`config.mk`:
```
export PLATFORM = sky130hd
export DESIGN_NAME = pipe_stage_buf
export DESIGN_NICKNAME = d
export VERILOG_FILES = /design/src/rtl/pipe_stage_buf_pkg.sv /design/src/rtl/pipe_buf_mem.sv /design/src/rtl/pipe_stage_buf.sv
export SDC_FILE = /design/constraint.sdc
export NUM_CORES = 1
export LEC_CHECK = 0
export CORE_MARGIN = 5
export CORE_UTILIZATION = 49
export CTS_BUF_LIST = sky130_fd_sc_hd__clkbuf_16
export DETAILED_ROUTE_END_ITERATION = 8
export PLACE_DENSITY = 0.86
export REMOVE_ABC_BUFFERS = 1
export SYNTH_ARGS = -nofsm -noshare
export SYNTH_HDL_FRONTEND = slang
export SYNTH_HIERARCHICAL = 1
export SYNTH_SLANG_ARGS = --single-unit
```
`constraint.sdc`:
```
create_clock -name CLK -period 3.4 [get_ports CLK]
set_input_delay 0.51 -clock CLK [delete_from_list [all_inputs] [get_ports CLK]]
set_output_delay 0.51 -clock CLK [all_outputs]
set_load 0.01 [all_outputs]
```
`src/rtl/pipe_stage_buf_pkg.sv`:
```
// Shared types for the pipeline stage buffer: occupancy update classification.
// Combinational helpers only; no state.
package pipe_stage_buf_pkg;

    typedef enum logic [1:0] {
        OP_HOLD = 2'b00,
        OP_PUSH = 2'b01,
        OP_POP  = 2'b10,
        OP_BOTH = 2'b11
    } occ_op_e;

    function automatic occ_op_e occ_op(input logic push, input logic pop);
        return occ_op_e'({pop, push});
    endfunction

endpackage

```
`src/rtl/pipe_buf_mem.sv`:
```
// DEPTH x WIDTH register array: one write port, one asynchronous read port.
// Write lands on the rising edge; synchronous clear has priority over the write.
module pipe_buf_mem #(
    parameter int unsigned WIDTH = 32,
    parameter int unsigned DEPTH = 2,
    parameter int unsigned PW    = $clog2(DEPTH)
) (
    input  logic             clk_i,
    input  logic             clr_i,
    input  logic             wr_en_i,
    input  logic [PW-1:0]    wr_addr_i,
    input  logic [WIDTH-1:0] wr_data_i,
    input  logic [PW-1:0]    rd_addr_i,
    output logic [WIDTH-1:0] rd_data_o
);

    logic [WIDTH-1:0] mem_q [DEPTH];

    always_ff @(posedge clk_i) begin
        if (clr_i) begin
            for (int i = 0; i < int'(DEPTH); i++) begin
                mem_q[i] <= '0;
            end
        end else if (wr_en_i) begin
            mem_q[wr_addr_i] <= wr_data_i;
        end
    end

    assign rd_data_o = mem_q[rd_addr_i];

endmodule

```
`src/rtl/pipe_stage_buf.sv`:
```
// Elastic pipeline stage: entry pushed at edge N is visible on out_data from edge N.
// in_ready depends only on registered occupancy, so out_ready never reaches it combinationally.
module pipe_stage_buf
    import pipe_stage_buf_pkg::*;
#(
    parameter int unsigned WIDTH             = 32,
    parameter int unsigned DEPTH             = 2,
    parameter bit          FLUSH_CLEARS_DATA = 1'b1
) (
    input  logic                     CLK,
    input  logic                     RST,
    input  logic                     flush,
    input  logic                     in_valid,
    output logic                     in_ready,
    input  logic [WIDTH-1:0]         in_data,
    output logic                     out_valid,
    input  logic                     out_ready,
    output logic [WIDTH-1:0]         out_data,
    output logic [$clog2(DEPTH):0]   count
);

    localparam int unsigned PW = $clog2(DEPTH);
    localparam int unsigned CW = PW + 1;

    logic [PW-1:0]    rd_ptr_q, wr_ptr_q;
    logic [CW-1:0]    count_q, count_d;
    logic             squash, push, pop, mem_clr;
    logic [WIDTH-1:0] rd_data;

    assign squash    = RST || flush;
    assign in_ready  = (count_q < CW'(DEPTH));
    assign out_valid = (count_q != '0);
    assign push      = in_valid && in_ready && !squash;
    assign pop       = out_valid && out_ready && !squash;
    assign mem_clr   = squash && FLUSH_CLEARS_DATA;

    always_comb begin
        count_d = count_q;
        unique case (occ_op(push, pop))
            OP_PUSH: count_d = count_q + CW'(1);
            OP_POP:  count_d = count_q - CW'(1);
            default: count_d = count_q;
        endcase
    end

    // Pointers are power-of-two wide, so plain increment wraps modulo DEPTH.
    always_ff @(posedge CLK) begin
        if (squash) begin
            rd_ptr_q <= '0;
            wr_ptr_q <= '0;
            count_q  <= '0;
        end else begin
            if (push) wr_ptr_q <= wr_ptr_q + PW'(1);
            if (pop)  rd_ptr_q <= rd_ptr_q + PW'(1);
            count_q <= count_d;
        end
    end

    pipe_buf_mem #(
        .WIDTH (WIDTH),
        .DEPTH (DEPTH),
        .PW    (PW)
    ) u_mem (
        .clk_i     (CLK),
        .clr_i     (mem_clr),
        .wr_en_i   (push),
        .wr_addr_i (wr_ptr_q),
        .wr_data_i (in_data),
        .rd_addr_i (rd_ptr_q),
        .rd_data_o (rd_data)
    );

    assign out_data = out_valid ? rd_data : '0;
    assign count    = count_q;

endmodule

```
# After elaboration in Yosys (flattened, before gate mapping)
# Memories as Yosys holds them, arrays and structs flattened. A register that Yosys moved wholly into a read port is not among the register bits.
# Index checks and enable logic that the tools add are counted.
# classes
order_cmp,1
n_reduce_logical,9
eq_ne,2
add_sub_neg,4
n_mux,12
# ops
operator,n
two-way mux 32 bit,2
OR reduction 32 bit,1
two-way mux 1 bit,9
logical AND 1 bit,4
one-hot mux 2 bit (2 select lines),1
nonzero test 2 bit,2
adder 1 bit (second input constant),2
adder 2 x 1 -> 2 bit (second input constant),1
equality test 2 x 1 -> 1 bit (second input constant),1
equality test 2 bit (second input constant),1
< comparator 2 bit (second input constant),1
subtractor 2 x 1 -> 2 bit (second input constant),1
zero test 1 bit,1
logical OR 1 bit,1
# word_totals
mem_count,1
regBits,4
ram_bits,64
elab_cells,32
output_inout_bits,36
# mem_list
name,words,word_bits,rd,rd_clocked_by_memory_dff,write_ports,line_no,text
u_mem.mem_q,2,32,1,1,2,pipe_buf_mem.sv:17,logic [WIDTH-1:0] mem_q [DEPTH];

# Logic depth before layout (Yosys ltp)
# Gate-level depths: netlist of the first run.
# logic_depth
ltp_word,8
mapped_depth,7
ltp_nobuf,7

# Cells and area by module
# Netlist of the first run, hierarchy kept.
# by_module_without_submodules
mod,cells_each,area_per_inst_um2,instances
pipe_buf_mem,178,2816.5,1
pipe_stage_buf,59,407.9,1

# Least setup slack after synthesis of the first run
# OpenSTA, ideal clock, no wires.
# synth_path
path_kind,input port to flip-flop
startpoint,in in_valid
endpoint,"mem u_mem.mem_q[0][0], enable pin"
stages,4
n_path_buf,0
path_slack_ns,1.431
arrival_time_ns,1.581
path_cell_list,nor2b_1 > nand2_1 > inv_1 > a21o_1
# synth_lines
item,line_no,text
start: declaration,pipe_stage_buf.sv:13,"input logic in_valid,"
end: declaration,pipe_buf_mem.sv:17,

==> flow_summary.yaml, run 1 <==
run_status:
  outcome: "completed"
synth:
  ys_types: 24
  synth_seq_area_share_pct: 62.1
  synthAdderAreaFrac_pct: 0.388
  synthCells: 237
  synth-simple-area-share_pct: 20.8
  synth_top_family_by_area: "simple AND/OR/NAND/NOR gates"
  netlist_area_mm2: 0.00322
  synth_mux_area_share_pct: 11.2
  avgSynthCellArea_um2: 13.6
  synth-xor-area-share_pct: 1.09
  synth_warnings: 6
  synth_seq_cells: 68
  synth_compound_gate_area_share_pct: 0.931
pwr:
  clockPowerShare_pct: 43.9
  intPower_uw: 1570
  p_per_area_mw_per_mm2: 451
  vdd_drop_max_mv: 0.290
  seqPwrFrac_pct: 50.0
  switching_power_uw: 359
  leakage_uw: 0.00182
  power_frac_comb_pct: 6.0
  netSwitchingFraction_pct: 18.6
global_routing:
  met3_usage_pct: 5.29
  grt_pass1_wl_um: 10200
  grtUsageMet1_pct: 19.3
  grt_pass1_vias: 2070
  gr-max-usage-layer: "met2"
  grt_max_degree: 34
  antenna_found_initial: 0
  grtUsageTotal_pct: 15.8
  overflow: 0
  grtUsageMet2_pct: 26.0
die:
  core_mm2: 0.00639
  die_h_um: 91.1
  die_area_mm2: 0.00830
  initial_core_util_pct: 50.5
  fp.dieW_um: 91.1
  num_io_pins: 73
  rows: 29
finish:
  stdcell_area_mm2: 0.00428
  fill_cells: 457
  num_antenna_cells: 0
  nets: 347
  drive_above_1_share_pct: 7.01
  area_delta_synth_final_pct: 32.9
sta:
  hold_viol_final: 0
  rsz0062_at_grt: "false"
  tightest_slew_ns: 0.793
  max_freq_ghz: 0.369
  skew_ns: 0.00720
  slew_headroom_pct: 47.2
  setup_tns_ns: 0
  finalSetupViolCount: 0
  timing.final.crit_period_ns: 2.71
  period_share_pct: 79.7
  report.final.slew_viol_count: 0
cts:
  cts_setup_buffers: 0
  clockBufferDepth: 2
  path_clk_slew_ns: 0.05
  root_buffer: "clkbuf_16"
  cts_sinks: 68
  cts_tree: "done"
  cts_made_buffers: 9
  post_cts_resize_count: 0
  clock_latency_ns: 0.32
  holdBufCountCts: 0
  htreeDepth: 3
route:
  wl_per_cell_um: 15.6
  first_iter_violations: 93
  firstDrtPassIters: 5
  vias: 2011
  antenna_left: 0
  via_per_inst: 5.14
  route.detailed.drc: 0
  routed_wl_um: 6100
place:
  port_buffers: 72
  dpl-instance-area_mm2: 0.00401
  routabilityCongestion: 0.706
  dpl.hpwl_um: 3950
worst_setup_path:
  crit_path_max_fanout: 33
  arrival_ns: 2.20
  startpoint_type: "flop"
  end_kind: "output pin"
  worstSetupPathType: "flop to output pin"
  cp.required_ns: 2.89
run:
  cap_violations: 0
min_path:
  hp-class: "flop to flop"
worst paths after layout:
kind / startpoint / endpoint / slack, ns / cells after the start
worst max-delay path: rd_ptr_q / out_data[31] / 0.69 / 3
worst min-delay path: count[1] / count[1] / 0.58 / 2
worst max register to register: wr_ptr_q / u_mem/mem_q[0][18] / 1.36 / 4
worst min register to register: count[1] / count[1] / 0.58 / 2
cells in the final DEF, fill, tap and decap left out:
cell type	n
clkbuf_16	9
edfxtp_1	64
a21o_1	2
o21ai_0	2
nor2_1	5
clkinv_2	1
nand2_1	1
a21oi_1	1
and2_1	64
bufinv_16	1
clkdlybuf4s50_1	72
or3_1	1
or2_2	1
nor3b_4	1
xnor2_1	2
inv_1	7
nor2b_1	1
mux2_1	30
mux2_2	2
nor2b_2	1
xor2_1	2
dfxtp_1	3
dfxtp_2	1
buf_12	2
clkinv_1	2
ha_1	1
and3_1	32
buf_4	3
sequential cells by signal, summed over array words and instances, names as in the netlist:
name         cells
u_mem/mem_q     64
count            2
rd_ptr_q         1
wr_ptr_q         1
metal layers:
| metal | up-vias | share of wire (%) |
|---|---|---|
| met3 | 2 | 6.9 |
| met4 | 0 | 0.49 |
| met2 | 81 | 53 |
| met1 | 944 | 39 |
| met5 | - | 0 |
| li1 | 984 | - |
through the flow:
stage	hold slack [ns]	setup WS (ns)	util (%)	power, uW	cells
after floorplan	0.544	1.30	-	1020	221
after global placement	0.538	0.966	62.7	1100	375
after detailed placement	0.568	0.918	62.7	1100	375
after CTS	0.580	0.634	67.1	1960	391
after global routing	0.629	0.558	67.1	2010	391
final	0.581	0.691	67.1	1930	391
critical path, cell delays in order, from the launching register on:
cell and delay [ns]:
dfxtp_2 0.84, mux2_2 0.42, and2_1 0.14, clkdlybuf4s50_1 0.47
power by group through the flow:
stage / combinational, uW / sequential, uW / clock, uW
6_report: 116 / 967 / 849
5_1_grt: 128 / 970 / 912
4_1_cts: 119 / 967 / 872
3_5_place_dp: 117 / 983 / 0
3_3_place_gp: 116 / 981 / 0
2_1_floorplan: 43.0 / 980 / 0
cell families after synthesis:
family | count (synthesis)
compound gates | 5
xor+xnor | 4
simple gates | 107
fa+ha+maj | 1
mux | 32
flops | 68
buf+inv | 20
area by class of cell:
class | count | area [um^2] | share of cell area [%]
tap | 77 | 96.3 | 2.25
clock inverter | 7 | 53.8 | 1.26
clock buffer | 9 | 225 | 5.26
timing repair buffer | 77 | 783 | 18.3
multi-input combinational | 149 | 1110 | 25.8
sequential | 68 | 2000 | 46.8
inverter | 4 | 15.0 | 0.350
synthesized netlist by cell type (all sizes together):
cell type	count	share of area [%]
o21ai	2	0.31
xnor2	2	0.54
edfxtp	64	60
and2	64	12
nor3b	1	0.58
mux2	32	11
or3	1	0.19
nor2b	2	0.47
or2	1	0.19
xor2	2	0.54
a21oi	1	0.16
nor2	5	0.58
clkbuf	5	0.58
a21o	2	0.47
dfxtp	4	2.5
buf	11	2.5
nand2	1	0.12
and3	32	6.2
ha	1	0.39
inv	4	0.47
Note: power is estimated with default switching activity, not from simulation.
==> run 2: changes to the inputs <==
--- a/config.mk
+++ b/config.mk
@@ -6,10 +6,10 @@
 export NUM_CORES = 1
 export LEC_CHECK = 0
 export CORE_MARGIN = 5
-export CORE_UTILIZATION = 49
+export CORE_UTILIZATION = 45
 export CTS_BUF_LIST = sky130_fd_sc_hd__clkbuf_16
 export DETAILED_ROUTE_END_ITERATION = 8
-export PLACE_DENSITY = 0.86
+export PLACE_DENSITY = 0.84
 export REMOVE_ABC_BUFFERS = 1
 export SYNTH_ARGS = -nofsm -noshare
 export SYNTH_HDL_FRONTEND = slang
==> constraint.sdc (replaced) <==
create_clock -name CLK -period 2.4 [get_ports CLK]
set_input_delay 0.36 -clock CLK [delete_from_list [all_inputs] [get_ports CLK]]
set_output_delay 0.36 -clock CLK [all_outputs]
set_load 0.01 [all_outputs]
==> flow_summary.yaml, run 2 (synthesized netlist as in run 1, its figures left out) <==
run_status:
  outcome: "completed"
sta:
  timing.final.ws_setup_ns: 0.125
  finalSetupViolCount: 0
  max_freq_ghz: 0.440
  whs_ns: 0.560
  setup_tns_ns: 0
  slew_headroom_pct: 73.2
  timing.final.crit_period_ns: 2.27
  report.final.slew_viol_count: 0
  period_share_pct: 94.8
  hold_viol_final: 0
  skew_ns: 0.00306
  tightest_slew_ns: 0.402
  rsz0062_at_grt: "false"
worst_setup_path:
  path_cells: "buf_12 -> mux2_1 -> and2_1 -> clkdlybuf4s50_1"
  crit_slowest_cell: "clkdlybuf4s50_1"
  cp.required_ns: 2.04
  r2r_setup_slack_ns: 0.74
  ff2ff_path_depth: 6
  worstSetupPathType: "flop to output pin"
  arrival_ns: 1.91
  r2r-start: "count[1]"
  worst-path-buf-inv: 2
  end_kind: "output pin"
  path_delay_family: "buffers and inverters"
  startpoint_type: "flop"
  rr_endpoint: "u_mem/mem_q[0][7]"
  slowest_delay_ns: 0.47
  crit_path_max_fanout: 25
place:
  routabilityCongestion: 0.694
  dpl-instance-area_mm2: 0.00408
  pre_cts_slack_ns: 0.287
  port_buffers: 72
  dpl.hpwl_um: 4290
route:
  routed.top_layer: "met4"
  routed_wl_um: 6340
  wl_met2_um: 3390
  first_iter_violations: 152
  wl_per_cell_um: 15.3
  vias: 2027
  met3_length_um: 252
  drt-met1-wl_um: 2590
  antenna_left: 0
  firstDrtPassIters: 4
  route.detailed.drc: 0
  via_per_inst: 4.91
pwr:
  switching_power_uw: 509
  leakage_uw: 0.00182
  power_frac_comb_pct: 6.6
  vdd_drop_max_mv: 0.353
  intPower_uw: 2120
  report.power.total_uw: 2630
  p_per_area_mw_per_mm2: 607
  netSwitchingFraction_pct: 19.4
  seqPwrFrac_pct: 51.9
  clockPowerShare_pct: 41.5
run:
  cap_violations: 0
finish:
  drive_above_1_share_pct: 8.52
  num_antenna_cells: 0
  layout_commonest_cell: "clkdlybuf4s50_1"
  top_register: "u_mem/mem_q"
  largest_reg_flops: 64
  nets: 352
  final_cell_mix: "clkdlybuf4s50_1 (72), and2_1 (64), edfxtp_1 (64)"
  stdcell_area_mm2: 0.00433
  area_delta_synth_final_pct: 34.3
  fill_cells: 539
cts:
  htreeDepth: 3
  root_buffer: "clkbuf_16"
  clock_latency_ns: 0.32
  cts_sinks: 68
  cts_made_buffers: 9
  path_clk_slew_ns: 0.05
  clockBufferDepth: 2
  holdBufCountCts: 0
  cts_tree: "done"
global_routing:
  grt_pass1_wl_um: 10400
  antenna_found_initial: 0
  grt_max_degree: 34
  grtUsageTotal_pct: 15.4
  grt_pass1_vias: 2252
  overflow: 0
min_path:
  hold_end: "count[1]"
  hold_start: "count[1]"
  holdPathStages: 2
  hp-class: "flop to flop"
die:
  initial_core_util_pct: 46.9
  fp.dieW_um: 94.6
  die_h_um: 94.6
  core_mm2: 0.00687
  rows: 30
  num_io_pins: 73
  die_area_mm2: 0.00896
run 2: worst max path at each step:
stage                         from            endpoint  slack [ns]  depth (start not counted)
final                     rd_ptr_q        out_data[22]        0.13                          4
after global routing      rd_ptr_q         out_data[8]        0.06                          4
after CTS                 rd_ptr_q        out_data[22]       0.008                          4
after detailed placement  in_valid  u_mem/mem_q[0][18]        0.29                          7
after global placement       flush            count[1]        0.35                          7
after floorplan           rd_ptr_q        out_data[29]        0.45                          2
run 2: power by group through the flow:
stage	combinational (uW)	clock, uW	sequential, uW
global route	189	1170	1370
floorplan	61.0	0	1390
detailed placement	174	0	1390
global placement	170	0	1390
finish	173	1090	1370
CTS	176	1110	1370
run 2: layer usage:
metal	track usage, %	up-vias
li1	-	989
met1	17.7	980
met2	27.3	49
met3	3.59	9
met4	6.73	0
met5	0	-
run 2: metrics by stage:
stage | std cells | utilization (%)
after floorplan | 221 | -
final | 413 | 63.0
after global placement | 399 | 59.4
after detailed placement | 399 | 59.4
after global routing | 413 | 63.0
after CTS | 413 | 63.0
run 2: final cells by class:
cell class	instances	area (um^2)	share of cell area, %
multi-input combinational	149	1110	25.6
clock inverter	5	21.3	0.491
inverter	4	15.0	0.347
tap	96	120	2.77
timing repair buffer	82	833	19.2
sequential	68	2010	46.3
clock buffer	9	225	5.20
run 2: repair_timing:
action,CTS,global route
setup endpoints to repair,0,32
gates resized for setup,0,2
buffers inserted,0,0
run 2: worst register-to-register path, cell delays in order (launching register included):
cell	delay, ns
dfxtp_1	0.36
nor2b_1	0.20
nand2_1	0.10
inv_1	0.11
nor3b_4	0.36
buf_4	0.25
and2_1	0.15
==> run 3: changes to the inputs <==
--- a/config.mk
+++ b/config.mk
@@ -13,5 +13,4 @@
 export REMOVE_ABC_BUFFERS = 1
 export SYNTH_ARGS = -nofsm -noshare
 export SYNTH_HDL_FRONTEND = slang
-export SYNTH_HIERARCHICAL = 1
 export SYNTH_SLANG_ARGS = --single-unit
==> flow_summary.yaml, run 3 <==
place:
  pre_cts_slack_ns: 0.249
  dpl.hpwl_um: 4140
  dp_cells: 399
  routabilityCongestion: 0.769
  port_buffers: 72
synth:
  synth_seq_area_share_pct: 64.2
  netlist_area_mm2: 0.00315
  synth_seq_cells: 69
  synth_warnings: 0
  yosys.area.top_type_share_pct: 61.0
  synthCells: 244
  synth_enable_flop_cells: 64
  ys_types: 22
  yosys.area.top_type: "edfxtp_1"
  synthArstFlopShare_pct: 0
  ys_top_cells_by_count: "and3_1 (64), edfxtp_1 (64), nor2_1 (34)"
  avgSynthCellArea_um2: 12.9
  ys.flop_type: "edfxtp_1"
  synth_area_leaders: "edfxtp_1 (61%), and3_1 (13%), mux2i_1 (10%)"
finish:
  seq_area_mm2: 0.00202
  multiInputGateArea_um2: 996
  num_antenna_cells: 0
  final_util_pct: 62.0
  area_delta_synth_final_pct: 33.8
  top_register: "u_mem.mem_q"
  nets: 352
  drive_above_1_share_pct: 7.23
  layout_commonest_cell: "clkdlybuf4s50_1"
  fill_cells: 556
  largest_reg_flops: 64
  stdcell_count: 414
  final_cell_mix: "clkdlybuf4s50_1 (72), and3_1 (64), edfxtp_1 (64)"
route:
  wl_per_cell_um: 16.0
  first_iter_violations: 76
  via_per_inst: 5.16
  route.detailed.drc: 0
  routed_wl_um: 6640
  firstDrtPassIters: 4
  vias: 2138
  antenna_left: 0
pwr:
  switching_power_uw: 536
  seqPwrFrac_pct: 51.9
  p_per_area_mw_per_mm2: 637
  vdd_drop_max_mv: 0.388
  intPower_uw: 2150
  clockPowerShare_pct: 41.0
  power_frac_comb_pct: 7.1
  report.power.total_uw: 2680
  netSwitchingFraction_pct: 20.0
  leakage_uw: 0.00171
cts:
  clockBufferDepth: 2
  holdBufCountCts: 0
  cts_setup_buffers: 0
  post_cts_resize_count: 0
  htreeDepth: 3
  clock_latency_ns: 0.31
  cts_sinks: 69
  path_clk_slew_ns: 0.05
  cts_made_buffers: 9
  root_buffer: "clkbuf_16"
  cts_tree: "done"
sta:
  tightest_slew_ns: 0.494
  slew_headroom_pct: 67.1
  finalSetupViolCount: 0
  timing.final.crit_period_ns: 2.26
  rsz0062_at_grt: "false"
  period_share_pct: 94.0
  max_freq_ghz: 0.443
  hold_viol_final: 0
  timing.final.ws_setup_ns: 0.143
  report.final.slew_viol_count: 0
  skew_ns: 0.00601
  setup_tns_ns: 0
die:
  core_mm2: 0.00679
  die_area_mm2: 0.00877
  die_h_um: 93.6
  rows: 30
  fp.dieW_um: 93.6
  num_io_pins: 73
  initial_core_util_pct: 46.3
min_path:
  hold_end: "wr_ptr_q"
  hp-class: "flop to flop"
  holdPathStages: 2
  hold_start: "wr_ptr_q"
worst_setup_path:
  worstSetupPathType: "flop to output pin"
  cp.required_ns: 2.04
  r2r_setup_slack_ns: 0.59
  crit_path_max_fanout: 33
  rr_endpoint: "count[1]"
  arrival_ns: 1.90
  ff2ff_path_depth: 5
  startpoint_type: "flop"
  end_kind: "output pin"
  startpoint: "count[1]"
  r2r-start: "count[1]"
global_routing:
  grt_pass1_wl_um: 10500
  grtUsageTotal_pct: 15.6
  grt_max_degree: 65
  overflow: 0
  antenna_found_initial: 0
  grt_pass1_vias: 2204
run:
  cap_violations: 0
run_status:
  outcome: "completed"
==> run 3: cell types whose count changed in the layout (fill, tap and decap cells not counted), sizes merged, moves of 3 or more <==
cell   delta
mux2i    +32
and2     -64
and3     +32
mux2     -32
nor2     +30
buf       -3
nand2     +4
nor3      +5
==> run 3: layout make-up <==
cell class	count	share of cell area [%]
clock inverter	6	0.594
clock buffer	9	5.35
sequential	69	48.0
multi-input combinational	152	23.6
timing repair buffer	79	19.3
inverter	3	0.267
tap	96	2.85
==> run 3: kinds of logic after synthesis <==
group,synth area share (%)
xor gates and xnor gates,0.835
DFF,64.2
buffers and inverters,4.41
AOI/OAI and AO/OA,0.954
adders and majority gates,0.397
muxes,10.2
and+or+nand+nor,19.0
==> run 3: critical path: stages, from the launching register on <==
cell             delay [ns]
dfxtp_1                0.51
nor2_2                 0.07
buf_4                  0.25
nor2_1                 0.17
clkdlybuf4s50_1        0.58
==> run 3: worst max-delay path by stage <==
stage,to,slack (ns)
finish,out_data[19],0.14
global route,out_data[18],0.03
CTS,out_data[19],0.09
detailed placement,count[1],0.25
global placement,count[1],0.35
floorplan,count[1],-0.27
==> run 3: power by group through the flow <==
stage                     sequential [uW]  clock (uW)  combinational, uW
after floorplan                      1410           0               72.8
after global placement               1410           0                184
after detailed placement             1420           0                190
after CTS                            1390        1120                192
after global routing                 1400        1160                207
final                                1390        1100                190
==> run 3: per-layer routing <==
layer	global-route usage (%)	wire, um	vias up	part of all wire (%)
met2	29.1	3640	61	55
li1	-	-	1034	-
met3	3.30	303	6	4.6
met4	5.90	44	0	0.66
met5	0	0	-	0
met1	17.4	2660	1037	40
==> run 3: metrics by stage <==
step	instance area, um^2	hold slack [ns]
6_report	4210	0.521
5_1_grt	4210	0.561
4_1_cts	4210	0.526
3_5_place_dp	3960	0.519
3_3_place_gp	3960	0.503
2_1_floorplan	3020	0.437
